==> src/rtl/accum_xcel_sched_if.sv <==
// ============================================================================
// Module   : accum_xcel_sched_if
// Purpose  : Command/response val-rdy bundle between the processor side and
//            the accumulate-job scheduler.
// Revision : 1.0 - initial release
// ============================================================================
`default_nettype none

interface accum_xcel_sched_if;
    logic        cmd_val;
    logic        cmd_rdy;
    logic [13:0] cmd_size;
    logic        resp_val;
    logic        resp_rdy;
    logic [31:0] resp_result;
    logic [13:0] resp_size;

    // Processor side issues commands and consumes responses.
    modport master (
        output cmd_val,
        output cmd_size,
        output resp_rdy,
        input  cmd_rdy,
        input  resp_val,
        input  resp_result,
        input  resp_size
    );

    // Scheduler side accepts commands and produces responses.
    modport slave (
        input  cmd_val,
        input  cmd_size,
        input  resp_rdy,
        output cmd_rdy,
        output resp_val,
        output resp_result,
        output resp_size
    );
endinterface

`default_nettype wire

==> src/rtl/accum_xcel_sched.sv <==
// ============================================================================
// Module   : accum_xcel_sched
// Purpose  : Queues accumulate jobs, runs the accelerator one job at a time
//            and returns each 32-bit result. Optional per-job cycle count
//            enabled by defining ACCUM_XCEL_SCHED_CYCLES_EN.
// Revision : 1.0 - initial release
// ============================================================================
`default_nettype none

module accum_xcel_sched #(
    parameter int QDEPTH = 4
) (
    input  wire                  clk,
    input  wire                  rst,
    accum_xcel_sched_if.slave    bus,
    output logic                 xcel_go,
    output logic [13:0]          xcel_size,
    input  wire                  xcel_result_val,
    input  wire  [31:0]          xcel_result,
    output logic                 busy
`ifdef ACCUM_XCEL_SCHED_CYCLES_EN
    ,
    output logic [15:0]          resp_cycles
`endif
);

    localparam int c_PTR_W = $clog2(QDEPTH);
    localparam int c_CNT_W = c_PTR_W + 1;
    localparam logic [c_CNT_W-1:0] c_FULL = c_CNT_W'(QDEPTH);

    localparam logic [1:0] c_S_IDLE = 2'd0;
    localparam logic [1:0] c_S_GO   = 2'd1;
    localparam logic [1:0] c_S_WAIT = 2'd2;
    localparam logic [1:0] c_S_RESP = 2'd3;

    logic [1:0]         r_state;
    logic [1:0]         w_state_nxt;

    logic [13:0]        r_mem [QDEPTH];
    logic [c_PTR_W-1:0] r_wr_ptr;
    logic [c_PTR_W-1:0] r_rd_ptr;
    logic [c_CNT_W-1:0] r_count;

    logic [31:0]        r_resp_result;
    logic [13:0]        r_resp_size;

    logic               w_empty;
    logic               w_full;
    logic               w_push;
    logic               w_pop;
    logic               w_capture;
    logic               w_zero_job;
    logic [13:0]        w_head;

    assign w_empty = (r_count == '0);
    assign w_full  = (r_count == c_FULL);
    assign w_head  = r_mem[r_rd_ptr];
    // Ready depends only on the registered count, so a full queue refuses
    // a command even on the edge where the head is being popped.
    assign w_push  = bus.cmd_val && !w_full;

    always_comb begin
        w_state_nxt = r_state;
        w_pop       = 1'b0;
        w_capture   = 1'b0;
        w_zero_job  = 1'b0;
        case (r_state)
            c_S_IDLE: begin
                if (!w_empty) begin
                    if (w_head == 14'd0) begin
                        w_state_nxt = c_S_RESP;
                        w_pop       = 1'b1;
                        w_zero_job  = 1'b1;
                    end else begin
                        w_state_nxt = c_S_GO;
                    end
                end
            end
            c_S_GO: begin
                w_state_nxt = c_S_WAIT;
            end
            c_S_WAIT: begin
                if (xcel_result_val) begin
                    w_state_nxt = c_S_RESP;
                    w_pop       = 1'b1;
                    w_capture   = 1'b1;
                end
            end
            c_S_RESP: begin
                if (bus.resp_rdy) begin
                    w_state_nxt = c_S_IDLE;
                end
            end
            default: begin
                w_state_nxt = c_S_IDLE;
            end
        endcase
    end

    always_ff @(posedge clk or negedge rst) begin
        if (!rst) begin
            r_state <= c_S_IDLE;
        end else begin
            r_state <= w_state_nxt;
        end
    end

    always_ff @(posedge clk or negedge rst) begin
        if (!rst) begin
            r_wr_ptr <= '0;
            r_rd_ptr <= '0;
            r_count  <= '0;
        end else begin
            if (w_push) begin
                r_wr_ptr <= r_wr_ptr + c_PTR_W'(1);
            end
            if (w_pop) begin
                r_rd_ptr <= r_rd_ptr + c_PTR_W'(1);
            end
            case ({w_push, w_pop})
                2'b10:   r_count <= r_count + c_CNT_W'(1);
                2'b01:   r_count <= r_count - c_CNT_W'(1);
                default: r_count <= r_count;
            endcase
        end
    end

    // Storage needs no reset: the pointers and count define what is valid.
    always_ff @(posedge clk) begin
        if (w_push) begin
            r_mem[r_wr_ptr] <= bus.cmd_size;
        end
    end

    always_ff @(posedge clk or negedge rst) begin
        if (!rst) begin
            r_resp_result <= '0;
            r_resp_size   <= '0;
        end else if (w_capture) begin
            r_resp_result <= xcel_result;
            r_resp_size   <= w_head;
        end else if (w_zero_job) begin
            r_resp_result <= '0;
            r_resp_size   <= '0;
        end
    end

`ifdef ACCUM_XCEL_SCHED_CYCLES_EN
    logic [15:0] r_cyc_cnt;
    logic [15:0] r_resp_cycles;
    logic [15:0] w_cyc_inc;

    // The captured value includes the capture cycle itself.
    assign w_cyc_inc = (r_cyc_cnt == 16'hFFFF) ? 16'hFFFF : r_cyc_cnt + 16'd1;

    always_ff @(posedge clk or negedge rst) begin
        if (!rst) begin
            r_cyc_cnt     <= '0;
            r_resp_cycles <= '0;
        end else begin
            if (r_state == c_S_IDLE && w_state_nxt == c_S_GO) begin
                r_cyc_cnt <= '0;
            end else if (r_state == c_S_GO || r_state == c_S_WAIT) begin
                r_cyc_cnt <= w_cyc_inc;
            end
            if (w_capture) begin
                r_resp_cycles <= w_cyc_inc;
            end else if (w_zero_job) begin
                r_resp_cycles <= '0;
            end
        end
    end

    assign resp_cycles = r_resp_cycles;
`endif

    assign bus.cmd_rdy     = !w_full;
    assign bus.resp_val    = (r_state == c_S_RESP);
    assign bus.resp_result = r_resp_result;
    assign bus.resp_size   = r_resp_size;

    assign xcel_go   = (r_state == c_S_GO);
    assign xcel_size = (r_state == c_S_GO || r_state == c_S_WAIT) ? w_head : 14'd0;
    assign busy      = (r_state != c_S_IDLE) || !w_empty;

endmodule

`default_nettype wire

==> src/flat_wrapper.sv <==
// flat-port wrapper written by rule: the top's interface ports become plain ports
module accum_xcel_sched_flat 
#(
    parameter int QDEPTH = 4
)
  (clk, rst, xcel_go, xcel_size, xcel_result_val, xcel_result, busy, bus_cmd_val, bus_cmd_size, bus_resp_rdy, bus_cmd_rdy, bus_resp_val, bus_resp_result, bus_resp_size);
  accum_xcel_sched_if bus_i ();
  input  wire clk;
  input  wire rst;
  output logic xcel_go;
  output logic [13:0] xcel_size;
  input  wire xcel_result_val;
  input  wire  [31:0] xcel_result;
  output logic busy;
  input wire logic [$bits(bus_i.cmd_val)-1:0] bus_cmd_val;
  input wire logic [$bits(bus_i.cmd_size)-1:0] bus_cmd_size;
  input wire logic [$bits(bus_i.resp_rdy)-1:0] bus_resp_rdy;
  output wire logic [$bits(bus_i.cmd_rdy)-1:0] bus_cmd_rdy;
  output wire logic [$bits(bus_i.resp_val)-1:0] bus_resp_val;
  output wire logic [$bits(bus_i.resp_result)-1:0] bus_resp_result;
  output wire logic [$bits(bus_i.resp_size)-1:0] bus_resp_size;
  assign bus_i.cmd_val = bus_cmd_val;
  assign bus_i.cmd_size = bus_cmd_size;
  assign bus_i.resp_rdy = bus_resp_rdy;
  assign bus_cmd_rdy = bus_i.cmd_rdy;
  assign bus_resp_val = bus_i.resp_val;
  assign bus_resp_result = bus_i.resp_result;
  assign bus_resp_size = bus_i.resp_size;
  accum_xcel_sched #(.QDEPTH(QDEPTH)) u_core (.clk(clk), .rst(rst), .bus(bus_i), .xcel_go(xcel_go), .xcel_size(xcel_size), .xcel_result_val(xcel_result_val), .xcel_result(xcel_result), .busy(busy));
endmodule
==> config.mk <==
export PLATFORM = sky130hd
export DESIGN_NAME = accum_xcel_sched_flat
export DESIGN_NICKNAME = d
export VERILOG_FILES = /design/src/rtl/accum_xcel_sched_if.sv /design/src/rtl/accum_xcel_sched.sv /design/src/flat_wrapper.sv
export SDC_FILE = /design/constraint.sdc
export NUM_CORES = 1
export LEC_CHECK = 0
export ABC_AREA = 0
export CELL_PAD_IN_SITES_DETAIL_PLACEMENT = 0
export CELL_PAD_IN_SITES_GLOBAL_PLACEMENT = 1
export CORE_MARGIN = 5
export CORE_UTILIZATION = 40
export CTS_CLUSTER_DIAMETER = 80
export DETAILED_ROUTE_END_ITERATION = 8
export GPL_ROUTABILITY_DRIVEN = 0
export PLACE_DENSITY = 0.79
export SYNTH_ARGS = -nofsm -noshare
export SYNTH_HDL_FRONTEND = slang
export SYNTH_SLANG_ARGS = --single-unit
==> constraint.sdc <==
create_clock -name clk -period 3.8 [get_ports clk]
set_input_delay 1.14 -clock clk [delete_from_list [all_inputs] [get_ports clk]]
set_output_delay 1.14 -clock clk [all_outputs]
set_load 0.005 [all_outputs]
After elaboration in Yosys (flattened, before gate mapping):

Memories as Yosys holds them, arrays and structs flattened.
Index checks and enable logic that the tools add are counted.

* register bits after elaboration: 55
* RAM bits: 56
* input port bits: 51
* output and inout bits: 64
* logic and storage cells: 51
* memories kept: 1

Memory list
* u_core.r_mem: depth 4, width 14, rd ports 1, clocked after memory_dff 0, write ports 1, RTL line accum_xcel_sched.sv:39 `logic [13:0] r_mem [QDEPTH];`

* $add $sub $neg: 4
* equal/unequal tests: 9
* mux-type cells: 19
* reductions and logical operators: 12

Operators with widths (count)
* 32-bit two-way mux: 2
* 14-bit two-way mux: 3
* 14-bit zero test: 1
* 2-bit two-way mux: 4
* 2-bit case mux with 4 select lines: 1
* 1-bit two-way mux: 7
* 2-bit equality test (second input constant): 3
* 2-bit inequality test (second input constant): 3
* 3-bit case mux with 2 select lines: 1
* 2-bit nonzero test: 3
* 2-bit by 1-bit adder with 2-bit output (second input constant): 2
* 2-bit by 1-bit equality test with 1-bit output (second input constant): 2
* 3-bit by 1-bit adder with 3-bit output (second input constant): 1
* 3-bit equality test (second input constant): 1
* 3-bit zero test: 1
* 3-bit AND reduction: 1
* 3-bit by 1-bit subtractor with 3-bit output (second input constant): 1
* 1-bit zero test: 2
* 2-bit zero test: 1
* 1-bit logical OR: 2
* 1-bit case mux with 2 select lines: 1
* 1-bit logical AND: 1

Depth between registers and ports, before layout:

Gate-level depths: netlist of run 1.
An unclocked memory read counts as a cell.

* depth after elaboration: 7
* mapped depth: 14
* mapped depth without buffers: 13

Least setup slack after synthesis of run 1:

No wires, ideal clock.

* path type: reg2reg
* start point: register u_core.r_rd_ptr[1]
* end point: register u_core.r_count[2]
* data arrival time: 3.216 ns
* setup slack: 0.504 ns
* stages on the path, launching flop included: 14
* buffers on the path: 2
* path through: dfrtp_1 -> clkbuf_1 -> mux4_2 -> or4_1 -> nor4_2 -> nor2_1 -> buf_2 -> inv_1 -> ha_1 -> inv_1 -> fa_1 -> xor2_1 -> nor2_1 -> xor2_1

* word-level cells in the longest chain between the ends: 7

RTL lines
* from (decl): RTL line accum_xcel_sched.sv:41 `logic [c_PTR_W-1:0] r_rd_ptr;`
* from (signal assigned): RTL line accum_xcel_sched.sv:118 `r_rd_ptr <= r_rd_ptr + c_PTR_W'(1);`
* memory 4 x 14 bit *
* 14-bit zero test *: RTL line accum_xcel_sched.sv:70 `if (w_head == 14'd0) begin`
* 1-bit two-way mux *: RTL line accum_xcel_sched.sv:70
* 1-bit two-way mux *: RTL line accum_xcel_sched.sv:69 `if (!w_empty) begin`
* 1-bit case mux with 2 select lines *: RTL line accum_xcel_sched.sv:67 `case (r_state)`
* via u_core.w_pop: RTL line accum_xcel_sched.sv:50 `logic w_pop;`
* 2-bit by 1-bit equality test with 1-bit output / 2-bit equality test (equally long branches): RTL line accum_xcel_sched.sv:120 `case ({w_push, w_pop})`
* 3-bit case mux with 2 select lines / 2-bit nonzero test (equally long branches)
* to (signal assigned): RTL line accum_xcel_sched.sv:121 `2'b10: r_count <= r_count + c_CNT_W'(1);`
* to (signal assigned): RTL line accum_xcel_sched.sv:122 `2'b01: r_count <= r_count - c_CNT_W'(1);`
* to (signal assigned): RTL line accum_xcel_sched.sv:123 `default: r_count <= r_count;`
* to (decl): RTL line accum_xcel_sched.sv:42 `logic [c_CNT_W-1:0] r_count;`

Mark *: on every way through the listed nets, which the timed path passes. The rest lies on a longest branch.
A chain may end at the register's enable or synchronous reset.

Final worst setup path of run 1:

* start point: register u_core.r_rd_ptr[0]
* end point: register u_core.r_count[2]

Same word-level chain as after synthesis.

==> results of run 1 <==
## registers in the layout (all words and copies together) (netlist names)
register,flops
u_core.bus.resp_result,32
u_core.bus.resp_size,14
u_core.r_count,3
u_core.r_mem,56
u_core.r_rd_ptr,2
u_core.r_state,2
u_core.r_wr_ptr,2
## power by group through the flow
stage          sequential (mW)  clock (mW)  combinational (mW)
2_1_floorplan             1.88           0               0.993
3_3_place_gp              1.91           0                2.02
3_5_place_dp              1.92           0                2.06
4_1_cts                   1.89       0.699                2.08
5_1_grt                   1.93       0.745                2.22
6_report                  1.89       0.677                2.03
## critical path: stages (launching register included)
cell and delay [ns]:
dfrtp_1 0.41, buf_12 0.18, mux4_2 0.53, or4_1 0.60, nor4_2 0.44, nor2_4 0.05, inv_1 0.06, ha_1 0.18
inv_1 0.07, fa_1 0.39, xor2_1 0.16, nor2_1 0.12, xor2_1 0.15
## final cells by class
| class | count | area share, % |
|---|---|---|
| flip-flops and latches | 111 | 52.39 |
| clock buffers | 9 | 2.122 |
| clock inverters | 7 | 1.243 |
| well taps | 140 | 3.001 |
| inverters | 11 | 0.7074 |
| multi-input cells | 118 | 20.21 |
| repair buffers | 119 | 20.32 |
## cell families (layout without fill, tap and decap cells)
kind of cell,Yosys count,after routing,synth area share (%)
flops,111,111,70.11
compound gates,52,52,10.13
simple gates,35,35,5.020
buf+inv,25,146,3.041
mux,15,15,7.458
fa+ha+maj,10,10,3.041
xor+xnor,6,6,1.205
## synthesized netlist by cell type
cell       n
nor3_1     1
xor2_1     2
ha_1       9
fa_1       1
mux2i_1    1
nand2_1    2
nor2_1     3
a21oi_1    2
mux4_2    14
nor4_2     1
or4_4      1
or4_1      3
inv_1     11
nor4_1     1
o21ai_0    2
nand3_1    1
and2_1    16
o32a_1     1
and3_1     4
a22o_1    46
buf_6      5
clkbuf_1   8
buf_2      1
nor2b_1    1
or3_1      1
xnor2_1    4
edfxtp_1  56
dfrtp_1   55
a221oi_1   1
## final timing paths
kind | endpoint | slack (ns)
setup / recovery | u_core.r_count[2]$_DFFE_PN0P_ | 0.40
hold / removal | u_core.bus.resp_result[3]$_DFFE_PN0P_ | 0.51
setup reg to reg | u_core.r_count[2]$_DFFE_PN0P_ | 0.40
hold reg to reg | u_core.bus.resp_result[3]$_DFFE_PN0P_ | 0.51
max in group asynchronous | u_core.bus.resp_size[13]$_DFFE_PN0P_ | 2.22
min in group asynchronous | u_core.bus.resp_result[20]$_DFFE_PN0P_ | 0.80
## routing by layer
layer / share of wire [%] / wire length [µm]
met4: 2.2 / 207
met5: 0 / 0
met3: 10 / 982
met1: 44 / 4172
met2: 43 / 4077
## per-stage QoR
stage | instance area (µm²) | hold WS [ns]
6_report | 5837 | 0.5060
5_1_grt | 5837 | 0.5208
4_1_cts | 5837 | 0.5101
3_5_place_dp | 5640 | 0.4837
3_3_place_gp | 5640 | 0.4814
2_1_floorplan | 4362 | 0.4643
==> implementation parameters, run 1 <==
Parameter                              Value

Timing
  Clock Skew    0.01464 ns
  Fraction of the cycle the final worst path needs    89.45%
  RSZ-0062 raised after global routing    no
  Actual transition at the worst max-transition pin    0.7271 ns
  Rel. slew slack    around half
  Total count of max-transition violations in the final report    0
  Post-route worst setup slack    0.4009 ns
  Highest attainable clock frequency    0.2942 GHz
  Final setup TNS    0 ns
  Hold violation total from the final report    0
  Post-layout minimum cycle time    3.399 ns
  Setup violations, final    0

Floorplan
  I/O pin count    115
  Die Y    114.4 µm
  Die area    13090 µm²
  Width of the chip    roughly 110 µm
  Number of placement rows    38
  Core area    10750 µm²
  Starting Density    40.59%

Drt
  Drt initial violations    130
  Post-route DRC    0
  Number of detailed-route iterations in the first pass    4
  Detailed Route WL    9440 µm
  Antenna violation net count after detailed routing    0
  Vias    2658
  Vias/cell    5.161
  Routed wire per std cell    18.33 µm

Finish
  Share of layout cells above drive strength 1    10.67%
  Utilization after layout    54.32%
  Register Area    3058 µm²
  Total Nets Final    431
  Most frequent standard cell in the layout excluding fill and tap cells    clkdlybuf4s50_1
  Filler cell count    875
  Most frequent cells in the layout    clkdlybuf4s50_1 (113), edfxtp_1 (56), dfrtp_1 (55)
  Growth of design area from synthesis to finish    33.82%
  Diode insertion count for antenna repair    0
  Footprint of the multi-input gates    1180 µm²
  Post-layout instance count excluding filler cells    515

Yosys
  Cell taking the most area after synthesis    edfxtp_1
  Number of library cell types mapped by synthesis    29
  Cell area after synthesis    4362 µm²
  Yosys warnings    0
  Synth area leaders    edfxtp_1 (39%), dfrtp_1 (32%), a22o_1 (9.2%), mux4_2 (7.2%), ha_1 (2.6%)
  Fraction of synthesized cell area taken by the top area cell type    approximately two fifths
  Nets in the synthesized netlist    approximately 320
  #FFs+latches synth    around 110
  Syn avg cell area    17.17 µm²
  Sequential area share after synthesis    around 70%
  Synthesized instance count    254

Global route
  Met1 global-route usage    between 20% and 30%
  Total gr overflow    0
  Largest net degree at the start of global routing    48
  Layer with the highest usage    met2
  Antenna violations before repair    0
  Global-route wire length before repair    14810 µm
  Via count of the first global-routing pass    about 2.7k
  Total GRT Usage    about 15%
  Global routing met3 resource utilization    between 4 and 5%
  Global routing usage on met2    22.08%

Pwr
  Maximum resistive drop on vdd    0.3306 mV
  Leakage    2.308 nW
  Net switching power of the design    1.451 mW
  Final total power    4.601 mW
  Int Power    roughly 3.1 mW
  Total power per unit cell area    788.2 nW/µm²
  Share of total power in the clock network    between 10 and 15%
  Combinational Power Share    44.2%
  Flop pwr share    about 41%
  Share of total power consumed by net switching    31.54%

Worst hold path
  Path class of the lowest-slack min-delay path    register to register
  Launch instance of the worst min-delay path    u_core.bus.resp_result[3]$_DFFE_PN0P_
  Worst Hold Path Cells    1

Worst setup path
  Critical Path RT    slightly above 4 ns
  Category of the critical setup timing path    register to register
  CP Launch Type    register
  Cell depth of the worst flop-to-flop path    12
  Worst Setup End Kind    register
  Crit-path max FO    15
  Reg-to-reg critical path startpoint    u_core.r_rd_ptr[0]$_DFFE_PN0P_
  CP Data Arrival Time    between 3 and 4 ns
  Critical path launch point    u_core.r_rd_ptr[0]$_DFFE_PN0P_

Clocking
  Post-CTS repair timing setup buffer count    0
  Inserted Clock Buffers    9
  CTS max path bufs    2
  Number of levels the H-tree was split into    3
  Clock tree from TritonCTS    done
  Number of hold-repair buffers added at the cts stage    0
  Clock Sink Count    around 110
  Resized cells post-CTS    0
  CTS clk-pin slew, worst paths    ~0.1 ns
  Root Buffer    clkbuf_8
  Skew-Pair Late Insertion Delay    0.38 ns

Place
  Detailed Place HPWL    6999 µm
  Setup slack at placement    0.4340 ns
  Count of placed standard cells including taps    499
  Input/output buffers    114

Run
  Count of maximum capacitance violations    0

Run status
  Status    finished, final reports clean
(Power assumes the default switching activity.)
==> inputs of run 2 (changes only) <==
--- a/config.mk
+++ b/config.mk
@@ -10,10 +10,12 @@
 export CELL_PAD_IN_SITES_GLOBAL_PLACEMENT = 1
 export CORE_MARGIN = 5
 export CORE_UTILIZATION = 40
+export CTS_BUF_LIST = sky130_fd_sc_hd__clkbuf_4 sky130_fd_sc_hd__clkbuf_8 sky130_fd_sc_hd__clkbuf_16
 export CTS_CLUSTER_DIAMETER = 80
 export DETAILED_ROUTE_END_ITERATION = 8
 export GPL_ROUTABILITY_DRIVEN = 0
 export PLACE_DENSITY = 0.79
+export SKIP_LAST_GASP = 1
 export SYNTH_ARGS = -nofsm -noshare
 export SYNTH_HDL_FRONTEND = slang
 export SYNTH_SLANG_ARGS = --single-unit
==> results of run 2 <==
Final layout, timing and power as in run 1 (identical DEF).
